`src/rtl/datapath_pkg.sv`:
```
// Shared encodings for the parameterised datapath: command fields, FSM states
// and status-bit positions.
package datapath_pkg;

  typedef enum logic [1:0] {
    ALU_ADD  = 2'b00,
    ALU_SUB  = 2'b01,
    ALU_AND  = 2'b10,
    ALU_NOTB = 2'b11
  } alu_op_e;

  typedef enum logic [1:0] {
    SH_NONE = 2'b00,
    SH_LSL1 = 2'b01,
    SH_LSR1 = 2'b10,
    SH_ASR1 = 2'b11
  } shift_e;

  typedef enum logic [1:0] {
    WB_ALU   = 2'b00,
    WB_IMM   = 2'b01,
    WB_PC    = 2'b10,
    WB_MDATA = 2'b11
  } wb_sel_e;

  typedef enum logic [2:0] {
    S_IDLE = 3'd0,
    S_RD_A = 3'd1,
    S_RD_B = 3'd2,
    S_EXEC = 3'd3,
    S_WB   = 3'd4
  } state_e;

  // status = {Z, N, V}
  localparam int ST_Z = 2;
  localparam int ST_N = 1;
  localparam int ST_V = 0;

endpackage

```
`src/rtl/dp_alu.sv`:
```
// Combinational operand shaping (A zeroing, B shift / immediate select),
// ALU and {Z,N,V} flag generation.
module dp_alu
  import datapath_pkg::*;
#(
  parameter int WIDTH = 16
) (
  input  logic [WIDTH-1:0] a,
  input  logic [WIDTH-1:0] b,
  input  logic [WIDTH-1:0] imm,
  input  logic             a_zero,
  input  logic             b_imm,
  input  logic [1:0]       shift,
  input  logic [1:0]       alu_op,
  output logic [WIDTH-1:0] result,
  output logic [2:0]       flags
);

  localparam int MSB = WIDTH - 1;

  logic [WIDTH-1:0] a_eff;
  logic [WIDTH-1:0] b_sh;
  logic [WIDTH-1:0] b_eff;
  logic             v;

  always_comb begin
    a_eff = a_zero ? '0 : a;

    b_sh = b;
    case (shift)
      SH_LSL1: b_sh = {b[MSB-1:0], 1'b0};
      SH_LSR1: b_sh = {1'b0, b[MSB:1]};
      SH_ASR1: b_sh = {b[MSB], b[MSB:1]};
      default: b_sh = b;
    endcase
    b_eff = b_imm ? imm : b_sh;

    result = '0;
    v      = 1'b0;
    case (alu_op)
      ALU_ADD: begin
        result = a_eff + b_eff;
        v      = (a_eff[MSB] == b_eff[MSB]) && (result[MSB] != a_eff[MSB]);
      end
      ALU_SUB: begin
        result = a_eff - b_eff;
        v      = (a_eff[MSB] != b_eff[MSB]) && (result[MSB] != a_eff[MSB]);
      end
      ALU_AND: result = a_eff & b_eff;
      default: result = ~b_eff;
    endcase

    flags       = '0;
    flags[ST_Z] = (result == '0);
    flags[ST_N] = result[MSB];
    flags[ST_V] = v;
  end

endmodule

```
`src/rtl/param_datapath.sv`:
```
// Multi-cycle register-file datapath: latches a command on start, reads A/B,
// executes in dp_alu and writes back one selected source to the register file.
module param_datapath
  import datapath_pkg::*;
#(
  parameter int WIDTH = 16,
  parameter int NREGS = 8,
  parameter int PCW   = 8
) (
  input  logic                     clk,
  input  logic                     resetn,
  input  logic                     start,
  input  logic [$clog2(NREGS)-1:0] rd,
  input  logic [$clog2(NREGS)-1:0] rn,
  input  logic [$clog2(NREGS)-1:0] rm,
  input  logic [1:0]               alu_op,
  input  logic [1:0]               shift,
  input  logic                     a_zero,
  input  logic                     b_imm,
  input  logic                     wr_en,
  input  logic                     ld_status,
  input  logic [1:0]               wb_sel,
  input  logic [WIDTH-1:0]         imm,
  input  logic [WIDTH-1:0]         mdata,
  input  logic [PCW-1:0]           pc,
  output logic                     busy,
  output logic                     done,
  output logic [2:0]               status,
  output logic [WIDTH-1:0]         datapath_out
);

  localparam int RW = $clog2(NREGS);

  state_e state_reg, state_next;

  logic [RW-1:0]    cmd_rd_reg, cmd_rn_reg, cmd_rm_reg;
  logic [1:0]       cmd_alu_op_reg, cmd_shift_reg, cmd_wb_sel_reg;
  logic             cmd_a_zero_reg, cmd_b_imm_reg, cmd_wr_en_reg, cmd_ld_status_reg;
  logic [WIDTH-1:0] cmd_imm_reg, cmd_mdata_reg;
  logic [PCW-1:0]   cmd_pc_reg;

  logic [WIDTH-1:0] regs [NREGS];
  logic [WIDTH-1:0] a_reg, b_reg, c_reg;
  logic [2:0]       status_reg;

  logic [WIDTH-1:0] alu_result;
  logic [2:0]       alu_flags;
  logic [WIDTH-1:0] wb_data;
  logic             wb_write;
  logic [NREGS-1:0] reg_we;
  logic             accept;

  assign accept = (state_reg == S_IDLE) && start;

  always_ff @(posedge clk or negedge resetn) begin
    if (!resetn) state_reg <= S_IDLE;
    else         state_reg <= state_next;
  end

  always_comb begin
    state_next = state_reg;
    busy       = 1'b1;
    done       = 1'b0;
    case (state_reg)
      S_IDLE: begin
        busy = 1'b0;
        // Non-ALU sources need no operand reads, so they go straight to write-back.
        if (start) state_next = (wb_sel == WB_ALU) ? S_RD_A : S_WB;
      end
      S_RD_A: state_next = S_RD_B;
      S_RD_B: state_next = S_EXEC;
      S_EXEC: state_next = S_WB;
      S_WB: begin
        done       = 1'b1;
        state_next = S_IDLE;
      end
      default: state_next = S_IDLE;
    endcase
  end

  always_ff @(posedge clk or negedge resetn) begin
    if (!resetn) begin
      cmd_rd_reg        <= '0;
      cmd_rn_reg        <= '0;
      cmd_rm_reg        <= '0;
      cmd_alu_op_reg    <= '0;
      cmd_shift_reg     <= '0;
      cmd_wb_sel_reg    <= '0;
      cmd_a_zero_reg    <= 1'b0;
      cmd_b_imm_reg     <= 1'b0;
      cmd_wr_en_reg     <= 1'b0;
      cmd_ld_status_reg <= 1'b0;
      cmd_imm_reg       <= '0;
      cmd_mdata_reg     <= '0;
      cmd_pc_reg        <= '0;
    end else if (accept) begin
      cmd_rd_reg        <= rd;
      cmd_rn_reg        <= rn;
      cmd_rm_reg        <= rm;
      cmd_alu_op_reg    <= alu_op;
      cmd_shift_reg     <= shift;
      cmd_wb_sel_reg    <= wb_sel;
      cmd_a_zero_reg    <= a_zero;
      cmd_b_imm_reg     <= b_imm;
      cmd_wr_en_reg     <= wr_en;
      cmd_ld_status_reg <= ld_status;
      cmd_imm_reg       <= imm;
      cmd_mdata_reg     <= mdata;
      cmd_pc_reg        <= pc;
    end
  end

  dp_alu #(.WIDTH(WIDTH)) u_alu (
    .a      (a_reg),
    .b      (b_reg),
    .imm    (cmd_imm_reg),
    .a_zero (cmd_a_zero_reg),
    .b_imm  (cmd_b_imm_reg),
    .shift  (cmd_shift_reg),
    .alu_op (cmd_alu_op_reg),
    .result (alu_result),
    .flags  (alu_flags)
  );

  always_ff @(posedge clk or negedge resetn) begin
    if (!resetn) begin
      a_reg      <= '0;
      b_reg      <= '0;
      c_reg      <= '0;
      status_reg <= '0;
    end else begin
      if (state_reg == S_RD_A) a_reg <= regs[cmd_rn_reg];
      if (state_reg == S_RD_B) b_reg <= regs[cmd_rm_reg];
      if (state_reg == S_EXEC) begin
        c_reg <= alu_result;
        if (cmd_ld_status_reg) status_reg <= alu_flags;
      end
    end
  end

  always_comb begin
    wb_data = c_reg;
    case (cmd_wb_sel_reg)
      WB_IMM:   wb_data = cmd_imm_reg;
      WB_PC:    wb_data = WIDTH'(cmd_pc_reg);
      WB_MDATA: wb_data = cmd_mdata_reg;
      default:  wb_data = c_reg;
    endcase
  end

  assign wb_write = (state_reg == S_WB) && cmd_wr_en_reg;

  generate
    for (genvar gi = 0; gi < NREGS; gi++) begin : g_we
      assign reg_we[gi] = wb_write && (cmd_rd_reg == RW'(gi));
    end
  endgenerate

  // Register file stays in flops: every entry must clear on the asynchronous reset.
  always_ff @(posedge clk or negedge resetn) begin
    if (!resetn) begin
      for (int i = 0; i < NREGS; i++) regs[i] <= '0;
    end else begin
      for (int i = 0; i < NREGS; i++) begin
        if (reg_we[i]) regs[i] <= wb_data;
      end
    end
  end

  assign status       = status_reg;
  assign datapath_out = c_reg;

endmodule

```
`config.mk`:
```
export PLATFORM = sky130hd
export DESIGN_NAME = param_datapath
export DESIGN_NICKNAME = d
export VERILOG_FILES = /design/src/rtl/datapath_pkg.sv /design/src/rtl/dp_alu.sv /design/src/rtl/param_datapath.sv
export SDC_FILE = /design/constraint.sdc
export NUM_CORES = 1
export LEC_CHECK = 0
export CAP_MARGIN = 0
export CORE_MARGIN = 8
export CORE_UTILIZATION = 45
export DETAILED_ROUTE_END_ITERATION = 16
export PLACE_DENSITY = 0.66
export SETUP_SLACK_MARGIN = 0.15
export SLEW_MARGIN = 25
export SYNTH_ARGS = -nofsm -noshare
export SYNTH_HDL_FRONTEND = slang
export SYNTH_SLANG_ARGS = --single-unit
export TNS_END_PERCENT = 100
```
`constraint.sdc`:
```
create_clock -name clk -period 3.9 [get_ports clk]
set_input_delay 0.585 -clock clk [delete_from_list [all_inputs] [get_ports clk]]
set_output_delay 0.585 -clock clk [all_outputs]
set_load 0.05 [all_outputs]
```
* Word level (Yosys, flattened, before mapping)
Cells that the tools add are included.
** Word-level totals
- Bits in registers :: 241
- Bits in latches :: 0
- RAM bits :: 0
- Memory bits (read-only) :: 0
- Input bits :: 62
- Output and inout port bits :: 21
- Word-level logic and storage cells :: 93
- Memories kept :: 0
** Operators by class
- Add/subtract/negate cells :: 2
- $mul :: 0
- Divide/modulo/power cells :: 0
- Magnitude comparators :: 2
- Equality and inequality tests :: 24
- Shift operators :: 0
- Multiplexer cells :: 17
- Bitwise operators :: 4
- Reductions and logical operators :: 18
** Operators by type and width (count)
- $pmux W16 S3 :: 3
- $bmux W16 S3 :: 2
- $mux W16 :: 6
- $add A16 B16 Y16 :: 1
- $and A16 B16 Y16 :: 1
- $logic_not A16 Y1 :: 1
- $not A16 Y16 :: 1
- $sub A16 B16 Y16 :: 1
- $eq A3 B3 Y1 const B :: 5
- $eq A3 B2 Y1 const B :: 4
- $logic_and A1 B1 Y1 :: 12
- $pmux W3 S4 :: 1
- $eq A2 B2 Y1 const B :: 5
- $ge A4 B4 Y1 const B :: 2
- $not A3 Y4 :: 2
- $eq A2 B1 Y1 const B :: 3
- $eq A3 B1 Y1 const B :: 2
- $logic_not A3 Y1 :: 2
- $mux W3 :: 2
- $logic_not A2 Y1 :: 2
- $ne A1 B1 Y1 :: 3
- $mux W1 :: 2
- $ne A2 B2 Y1 const B :: 1
- $pmux W1 S2 :: 1
- 2 further kinds :: 2

* Depth between registers and ports, before layout
- Depth after elaboration :: 7
- Depth in mapped cells :: 18
- Gate-level depth less buffers :: 15

* By module
From an unflattened synthesis, not the netlist that was laid out.
** Second synthesis, totals
- Cell total of the unflattened synthesis :: 1238
- Area, all modules :: 14405.1 um^2
** Modules (own cells, without submodules)
- param_datapath :: instances 1, cells an instance 825, area an instance 11695.0 um^2, seq. area each 6030.8 um^2
- dp_alu :: instances 1, cells an instance 413, area an instance 2710.1 um^2, seq. area each 0.0 um^2

* Worst setup path before layout
Ideal clock, no wire load.
- Kind :: flip-flop to flip-flop
- Start point :: register cmd_shift_reg[1]
- End point :: register status_reg[2] (netlist: status[2])
- Arrival time :: 3.636 ns
- Required time :: 3.779 ns
- Setup slack :: 0.143 ns
- Stages on the path, launching flop included :: 17
- Path buffers :: 4
- Clock period less this slack :: 3.757 ns
- Cells stage by stage :: dfrtp_1 > clkbuf_1 > clkbuf_1 > buf_2 > o21ai_0 > mux2i_1 > inv_1 > ha_1 > clkbuf_1 > a21o_1 > o41ai_1 > nand4_1 > or4_1 > nand4_1 > o31ai_1 > and4b_1 > a32o_2
** Between the ends
- Longest elaborated chain between the ends :: 6
** Ends and longest elaborated chain
- start: declaration :: line param_datapath.sv:37 : logic [1:0] cmd_alu_op_reg, cmd_shift_reg, cmd_wb_sel_reg;
- start signal: assignment :: line param_datapath.sv:101 : cmd_shift_reg <= shift;
- $eq A2 B2 Y1 or $eq A2 B1 Y1 (tied branches) :: line dp_alu.sv:30 : case (shift)
- $pmux W16 S3 (*) :: line dp_alu.sv:30
- $mux W16 (*) :: line dp_alu.sv:36 : b_eff = b_imm ? imm : b_sh;
- $sub A16 B16 Y16 (tied with other cells) :: line dp_alu.sv:46 : result = a_eff - b_eff;
- $pmux W16 S3 (*) :: line dp_alu.sv:40 : case (alu_op)
- $logic_not A16 Y1 (*) :: line dp_alu.sv:54 : flags[ST_Z] = (result == '0);
- end signal: assignment :: line param_datapath.sv:136 : if (cmd_ld_status_reg) status_reg <= alu_flags;
- end: declaration :: line param_datapath.sv:44 : logic [2:0] status_reg;
Mark *: on every way between the ends. The rest lies on a longest branch, timed or not.
A chain may end at the register's enable or synchronous reset.

* Worst setup path after layout
- Start point :: register cmd_shift_reg[0]
- End point :: register status_reg[2] (netlist: status[2])
The elaborated chain is that of the path after synthesis.

==> summary.md <==
| Metric | Value |
|---|---|
| CTS tree | yes |
| Slew HR | 34.6% |
| Status | finished clean |
| Drt total wl | 35900 um |
| Vias per inst | 5.78 |
| Clock Pin Slew Worst Setup and Hold Paths | 0.06 ns |
| Finished Cell Area | 16300 um2 |
| Syn Area/Cell | 11.4 um2 |
| Register bit total from synthesis | 241 |
| Io pins | 83 |
| Worst Path Arrival | 4.17 ns |
| Setup_tns | 0 ns |
| Hold-fix buffers, CTS | 0 |
| DRC Markers | 0 |
| Max_cap viols | 0 |
| FMAX | 266 MHz |
| Register area share after synthesis | 43.8% |
| Die width | 191 um |
| CTS sink count | 241 |
| Hpwl dp | 25700 um |
| Main synth FF type | dfrtp_1 |
| GP Congestion | 0.907 |
| Diode count | 0 |
| RSZ-0062 raised after global routing | true |
| Vias | 9876 |
| Synth Cell Area | 13800 um2 |
| Worst-path fanout max | 4 |
| Yosys cell types | 76 |
| Antenna viol nets, final | 0 |
| Share of cells above drive strength 1 | 28.2% |
| CP required | 4.31 ns |
| M1 WL | 15100 um |
| Overflow after GRT | 0 |
| Pre-antenna DRT Iters | 5 |
| Maximum buffer depth of the clock tree | 3 |
| PortBufs | 82 |
| Total core area | 30300 um2 |
| Syn nets | 1305 |
| Die area | 36400 um2 |
| Setup Skew | 0.00933 ns |
| Non-filler cells, final | 1710 |
| Largest register by flop count | regs |
| Initial antenna violation count | 0 |
| HP Class | input port to asynchronous set/reset pin |
| Root Buffer | clkbuf_16 |
| Met2 routed WL | 18000 um |
| # rows | 64 |
| Synth Warn # | 0 |
| Syn Inst Count | 1206 |
| Final setup violation count | 0 |
| Setup CP Type | flip-flop to flip-flop |
| Placed cell area | 15200 um2 |
| CP startpoint kind | flip-flop |
| Fin. Hold Viols | 0 |
| Slew Limit Fails | 0 |
| Tmin final | 3.76 ns |
| Initial Utilization | 45.4% |
| CTS HTree Levels | 1 |
| Top layer in use | met4 |
| R2R setup slack | 0.14 ns |
| Drt initial violations | 661 |
| First-pass GRT wire length | 57000 um |
| Syn-to-layout area delta | 18.2% |
| Largest net degree at the start of global routing | 101 |
| Vias in the first global route | 10.1k |
| Largest register FFs | 128 |
| Metal3 WL | 2050 um |
| DP Cell Count | 1654 |
| Num CTS Buffers | 26 |
| Async SR Flop Fraction | 100% |
| Nets | 1397 |
| Final Cycle Share | 96.4% |
| WL per Instance | 21.0 um |
| Die Y | 191 um |
| Slew at the pin closest to its max-slew limit | 0.976 ns |
| EDFF count, synth | 0 |
| Clk Latency, worst-skew pair | 0.53 ns |
| Critical path endpoint category | flip-flop |
| GRT Total Usage | 19.8% |
| Min Hold Slack | 0.0760 ns |
-- worst max-delay path, stage by stage, from the launching register on --
cell	delay, ns
dfrtp_1	0.42
mux2_4	0.31
o211ai_1	0.22
and2_4	0.20
inv_4	0.05
ha_4	0.22
or4_4	0.58
a211oi_4	0.33
a2111oi_4	0.14
o41ai_4	0.37
o22ai_2	0.11
nor3_2	0.20
and4b_1	0.23
a32o_2	0.26
-- final cells by class --
class	instances	area [um2]
fill	2623	14100
multi-input combinational	846	7450
sequential	241	6040
timing repair buffer	151	1380
clock buffer	38	757
tap	396	495
inverter	32	124
clock inverter	6	32.5
-- routing by layer --
| layer | vias to the layer above | GRT usage, % |
|---|---|---|
| met5 | - | 0 |
| met4 | 0 | 4.45 |
| met3 | 58 | 2.81 |
| met2 | 256 | 33.9 |
| met1 | 4969 | 26.2 |
| li1 | 4593 | - |
-- layout by cell type (no fill, tap or decap), types with 27 or more instances in the layout --
master           Yosys  final
mux2_2             135    133
nand2_1             94     92
clkbuf_16            0     27
o21ai_0             61     60
buf_4                3     63
inv_1               28     27
dfrtp_1            241    237
a21oi_1             97     96
mux4_2              72     72
clkdlybuf4s50_1      0     81
mux2i_1             63     63
nor2_1             101     99
ha_1                35     29
-- synth_stat cells (3+ instances only) --
cell type	n	area [um2]
a2111o_1	3	33.8
a211oi_1	5	37.5
a21o_1	6	45.0
a21oi_1	97	485
a221oi_1	4	35.0
a22oi_1	9	67.6
a31oi_1	6	37.5
buf_1	10	37.5
buf_2	6	30.0
buf_4	3	22.5
clkbuf_1	63	236
dfrtp_1	241	6030
ha_1	35	438
inv_1	28	105
inv_2	3	11.3
mux2_2	135	1520
mux2i_1	63	631
mux4_2	72	1620
nand2_1	94	353
nand2b_1	6	37.5
nand3_1	9	45.0
nand3b_1	4	30.0
nor2_1	101	379
nor2b_1	25	156
nor3_1	10	50.1
nor3b_1	6	45.0
nor4_1	3	18.8
o211ai_1	7	52.6
o21ai_0	61	305
o21ai_1	4	20.0
o21bai_1	5	37.5
o31ai_1	9	67.6
or2_2	3	18.8
or3_1	3	18.8
or4_1	3	22.5
xnor2_1	8	70.1
xor2_1	4	35.0
-- final timing paths --
kind | startpoint | to | cells after the start
setup / recovery | cmd_shift_reg[0] | status[2] | 13
min in group clk | status[0] | status[0] | 2
hold reg to reg | status[0] | status[0] | 2
max in group asynchronous | resetn | regs[57] | 2
setup reg to reg | cmd_shift_reg[0] | status[2] | 13
hold / removal | resetn | regs[34] | 1
-- logic make-up (layout without fill, tap and decap cells) --
kind of cell               after synthesis  in the layout  synth area share (%)
muxes                                  270            270                  27.4
and+or+nand+nor                        284            284                  9.61
xor gates and xnor gates                12             12                 0.764
buffers and inverters                  119            227                  3.67
adders and majority gates               37             37                  3.47
AOI/OAI and AO/OA                      243            243                  11.3
DFF                                    241            241                  43.8
-- stage by stage --
stage	utilization [%]	setup slack (ns)
6_report	53.6	0.141
5_1_grt	53.6	0.0509
3_3_place_gp	50.0	0.107
2_1_floorplan	-	0.221
3_5_place_dp	50.0	0.0489
4_1_cts	53.1	0.162
-- timing repair --
item / CTS / global route
resized for setup: 21 / 21
pin swaps: 14 / 18
endpoints found under the hold margin: 0 / 0
buffers inserted: 4 / 8
setup endpoints to repair: 1 / 2
Power is left out: the tool's default activity adds up to more than one toggle a clock period on the data nets, which glitch-free logic cannot reach.
